$ cat src/rtl/view_select_fsm.sv
// rtl/view_select_fsm.sv - debounced push-button view selector with optional auto-cycle (VIEW_AUTOCYCLE_EN)
module view_select_fsm #(
  parameter int NUM_VIEWS       = 4,
  parameter int DEBOUNCE_CYCLES = 16,
  parameter int RESET_VIEW      = 0,
  parameter int DWELL_CYCLES    = 1024,
  localparam int VIEW_W         = (NUM_VIEWS > 2) ? $clog2(NUM_VIEWS) : 1
) (
  input  logic                 clock,
  input  logic                 reset,
  input  logic [NUM_VIEWS-1:0] buttons,
`ifdef VIEW_AUTOCYCLE_EN
  input  logic                 auto_en,
`endif
  output logic [VIEW_W-1:0]    view,
  output logic [NUM_VIEWS-1:0] view_onehot,
  output logic                 view_changed
);

  localparam int CNT_W = (DEBOUNCE_CYCLES > 2) ? $clog2(DEBOUNCE_CYCLES) : 1;
  localparam logic [CNT_W-1:0]  CNT_LAST    = CNT_W'(DEBOUNCE_CYCLES - 1);
  localparam logic [VIEW_W:0]   NUM_VIEWS_X = (VIEW_W + 1)'(NUM_VIEWS);
  localparam logic [VIEW_W-1:0] RESET_V     = VIEW_W'(RESET_VIEW);
  localparam logic [VIEW_W-1:0] LAST_V      = VIEW_W'(NUM_VIEWS - 1);

  // Reject parameter values the logic below cannot honour.
  if (NUM_VIEWS < 2 || NUM_VIEWS > 16 || DEBOUNCE_CYCLES < 1 ||
      RESET_VIEW < 0 || RESET_VIEW >= NUM_VIEWS || DWELL_CYCLES < 2) begin : g_param_check
    $error("view_select_fsm: parameter out of range");
  end

  typedef enum logic {
    ARMED,
    LOCKED
  } state_t;

  state_t               state, state_next;
  logic [NUM_VIEWS-1:0] s1, s2;
  logic [NUM_VIEWS-1:0] db, db_d;
  logic [CNT_W-1:0]     cnt [NUM_VIEWS];
  logic [NUM_VIEWS-1:0] press;
  logic [VIEW_W-1:0]    pick;
  logic [VIEW_W-1:0]    view_next;
  logic [NUM_VIEWS-1:0] onehot_next;
  logic                 changed_next;

`ifdef VIEW_AUTOCYCLE_EN
  localparam int DWELL_W = $clog2(DWELL_CYCLES);
  localparam logic [DWELL_W-1:0] DWELL_LAST = DWELL_W'(DWELL_CYCLES - 1);
  logic [DWELL_W-1:0] dwell, dwell_next;
`endif

  // Two-flop synchroniser, per-button debounce counter and one-clock delayed debounced level.
  always_ff @(posedge clock) begin
    if (reset) begin
      s1   <= '0;
      s2   <= '0;
      db   <= '0;
      db_d <= '0;
      for (int i = 0; i < NUM_VIEWS; i++) begin
        cnt[i] <= '0;
      end
    end else begin
      s1   <= buttons;
      s2   <= s1;
      db_d <= db;
      for (int i = 0; i < NUM_VIEWS; i++) begin
        if (s2[i] != db[i]) begin
          if (cnt[i] == CNT_LAST) begin
            db[i]  <= s2[i];
            cnt[i] <= '0;
          end else begin
            cnt[i] <= cnt[i] + 1'b1;
          end
        end else begin
          cnt[i] <= '0;
        end
      end
    end
  end

  assign press = db & ~db_d;

  // Lowest-index press wins when several debounce in the same cycle.
  always_comb begin
    pick = '0;
    for (int i = NUM_VIEWS - 1; i >= 0; i--) begin
      if (press[i]) begin
        pick = VIEW_W'(i);
      end
    end
  end

  // Next-state, next-view and change-strobe decode.
  always_comb begin
    state_next   = state;
    view_next    = view;
    changed_next = 1'b0;
`ifdef VIEW_AUTOCYCLE_EN
    dwell_next   = '0;
`endif
    case (state)
      ARMED: begin
        if (|press) begin
          if (pick != view) begin
            view_next    = pick;
            changed_next = 1'b1;
          end
          state_next = LOCKED;
        end
`ifdef VIEW_AUTOCYCLE_EN
        else if (auto_en) begin
          if (dwell == DWELL_LAST) begin
            view_next    = (view == LAST_V) ? '0 : view + 1'b1;
            changed_next = 1'b1;
          end else begin
            dwell_next = dwell + 1'b1;
          end
        end
`endif
      end
      LOCKED: begin
        if (db == '0) begin
          state_next = ARMED;
        end
      end
      default: begin
        state_next = ARMED;
      end
    endcase
    // An out-of-range index can only come from a corrupted register; pull it back home.
    if ({1'b0, view} >= NUM_VIEWS_X) begin
      view_next    = RESET_V;
      changed_next = 1'b1;
    end
    onehot_next = NUM_VIEWS'(1) << view_next;
  end

  // View, its one-hot decode and the change strobe all update from the same registered edge.
  always_ff @(posedge clock) begin
    if (reset) begin
      state        <= ARMED;
      view         <= RESET_V;
      view_onehot  <= NUM_VIEWS'(1) << RESET_V;
      view_changed <= 1'b0;
`ifdef VIEW_AUTOCYCLE_EN
      dwell        <= '0;
`endif
    end else begin
      state        <= state_next;
      view         <= view_next;
      view_onehot  <= onehot_next;
      view_changed <= changed_next;
`ifdef VIEW_AUTOCYCLE_EN
      dwell        <= dwell_next;
`endif
    end
  end

endmodule
$ cat config.mk
export PLATFORM = sky130hd
export DESIGN_NAME = view_select_fsm
export DESIGN_NICKNAME = d
export VERILOG_FILES = /design/src/rtl/view_select_fsm.sv
export SDC_FILE = /design/constraint.sdc
export NUM_CORES = 1
export LEC_CHECK = 0
export ABC_AREA = 1
export BUFFER_PORTS_ARGS = -buffer_cell sky130_fd_sc_hd__buf_2
export CORE_ASPECT_RATIO = 1.25
export CORE_UTILIZATION = 60
export CTS_BUF_LIST = sky130_fd_sc_hd__clkbuf_8
export DETAILED_ROUTE_END_ITERATION = 7
export PLACE_DENSITY = 0.8
export SYNTH_ARGS = -nofsm -noshare
export SYNTH_HDL_FRONTEND = slang
export SYNTH_SLANG_ARGS = --single-unit
export TNS_END_PERCENT = 30
$ cat constraint.sdc
create_clock -name clock -period 2.44 [get_ports clock]
set_clock_uncertainty 0.05 [all_clocks]
set_input_delay 0.122 -clock clock [delete_from_list [all_inputs] [get_ports clock]]
set_output_delay 0.122 -clock clock [all_outputs]
set_load 0.02 [all_outputs]
==> flow_summary.toml <==
[route]
post_drt_wl_per_cell_um = 10.60
postRouteAntennaNets = 0
drc = 0
via_count = 1189
routed_via_density = 4.737
firstDrtPassIters = 4
totalWireLength_mm = 2.660
drtIter0Drc = 25

[floorplanning]
die-area_mm2 = 0.003011
die_x_um = 49.28
num_io_pins = 13
rows = 21
start_util_pct = 63.18
core_mm2 = 0.002654
die_h_um = 61.10

[global_route]
grt_first_pass_wirelength_mm = 4.409
use_met3_pct = 6.914
grt_pass1_vias = 1082
grt_use_met1_pct = 19.75
grt_max_degree = 17
busiest_layer = "met2"
met2_usage_pct = 36.99
grt_usage_pct = 20.30
overflow = 0
antenna_found_initial = 0

[clock_tree]
numCtsBuffers = 5
clock-root-buffer = "clkbuf_8"
clock_sinks = 40
clk_path_buf_depth = 2
cts.clk_slew.worst_paths_ns = 0.07
cts_tree = "built"
htree_levels = 2
worstSkewPairLatency_ns = 0.29
post_cts_buffers = 0

[finish]
nets = 226
final_cell_mix = "nor2_1 (33), inv_1 (29), dfxtp_1 (24), nand2_1 (19)"
synthToLayoutAreaGrowth_pct = 17.01
diodes = 0
final_common_cell = "nor2_1"
drive_above_1_share_pct = 15.21
fill_cells = 194

[pwr]
p_leak_nw = 0.9075
peakVddDrop_uv = 554.7
powerDensity_mw_per_mm2 = 669.7

[sta]
finalHoldViolCount = 0
hold_slack_ns = 0.1217
setup_slack_ns = 0.9930
rsz0062_at_grt = "false"
drv_slew = 0
setup_viol = 0
fin_crit_ns = 1.447
fin_setup_tns_ns = 0
max_freq_mhz = 691.1
fin_crit_sh_pct = 59.30

[synth]
yosysSeqAreaShare_pct = 57.31
synthTopCellsByArea = "dfxtp_1 (29%), edfxtp_1 (29%), nor2_1 (7.4%)"
synth_cell_types = 24
synth-simple-area-share_pct = 22.39
synth-xor-area-share_pct = 4.179
synth_top_area_share_pct = 28.66
ys_seq_elements = 40
synth_top_family_by_area = "simple AND/OR/NAND/NOR gates"
yosys.area.top_type = "dfxtp_1"
synthCells = 181
synthAdderAreaFrac_pct = 2.985
synth_compound_gate_area_share_pct = 5.149
synth_mux_area_share_pct = 0
avgSynthCellArea_um2 = 9.263
yosys_warnings = 0
mappedNetlistArea_mm2 = 0.001677

[run_status]
status = "finished clean"

[critical_path]
crit_type = "flop to flop"
required_ns = 2.50
worstPathArrival_ns = 1.51
cp-start-kind = "flop"
endpoint_kind = "flop"
timing.rr.start = "cnt[1][0]"
critPathMaxFanout = 4
crit_start = "cnt[1][0]"

[place]
dp_hpwl_mm = 1.933
place_congestion = 0.7327
pre_cts_slack_ns = 0.9997
portBuffers = 12

[min_path]
hp-class = "input pin to flop"
worst_hold_startpoint = "reset"

[run]
maxCapViolCount = 0
[flip-flops by register name (all words and copies together), names as in the netlist]
register	flops
cnt	16
db	4
db_d	4
s1	4
s2	4
state	1
view	2
view_changed	1
view_onehot	4
[logic make-up after synthesis]
family	count (synthesis)
AND/OR/NAND/NOR	80
flip-flops	40
buffers and inverters	32
AO/OA/AOI/OAI	16
XOR/XNOR	8
adder cells (fa/ha/maj)	4
other	1
[path summary, 6_finish.rpt]
check         endpoint  slack, ns  cells after the start
min reg2reg      s2[3]       0.36                      2
min              s1[1]       0.12                      2
max          cnt[1][2]       0.99                      6
max reg2reg  cnt[1][2]       0.99                      6
[critical path, cell delays in order, from the launching register on]
cell      delay (ns)
edfxtp_1        0.42
ha_1            0.23
nand2_1         0.06
inv_1           0.06
nand2_1         0.08
nand3_1         0.16
nor3_1          0.22
[through the flow]
stage | std cells | total power [W] | util, % | cell area, um2
finish | 251 | 0.001314 | 73.93 | 1962
global placement | 239 | 0.0008046 | 68.36 | 1814
floorplan | 196 | 0.0007939 | - | 1733
CTS | 251 | 0.001330 | 73.93 | 1962
detailed placement | 239 | 0.0008099 | 68.36 | 1814
global route | 251 | 0.001370 | 73.93 | 1962
[layer usage]
metal	vias up	part of all wire [%]
li1	623	-
met1	527	41
met2	30	52
met3	9	3.9
met4	0	3.4
met5	-	0
[final cells by class]
type                            count  area [um2]  share of cell area (%)
Multi-Input combinational cell    124       641.9                   32.72
Sequential cell                    40       960.9                   48.98
Timing Repair Buffer               16       100.1                   5.102
Tap cell                           34       42.54                   2.168
Clock inverter                      3       38.79                   1.977
Inverter                           29       108.9                   5.548
Clock buffer                        5       68.82                   3.508
[cells in the mapped netlist]
cell type   n
a21oi_1     8
clkbuf_1    2
clkbuf_8    1
conb_1      1
dfxtp_1    24
edfxtp_1   16
ha_1        4
inv_1      28
inv_2       1
nand2_1    19
nand2_2     4
nand2_4     2
nand3_1    12
nand3_2     1
nand4_1     1
nor2_1     33
nor2_2      3
nor2_4      2
nor3_1      3
o211ai_1    1
o21ai_0     6
o21ai_2     1
xnor2_1     1
xor2_1      7
[what timing repair did]
action	in CTS	in global routing
gates resized for setup	0	0
hold buffers	4	0
endpoints found under the hold margin	4	0
[power breakdown]
group | switching (W) | internal (W)
Combinational | 0.0000423 | 0.0000270
Sequential | 0.0000145 | 0.000717
Clock | 0.000214 | 0.000299
Power figures use the tool's default switching activity.
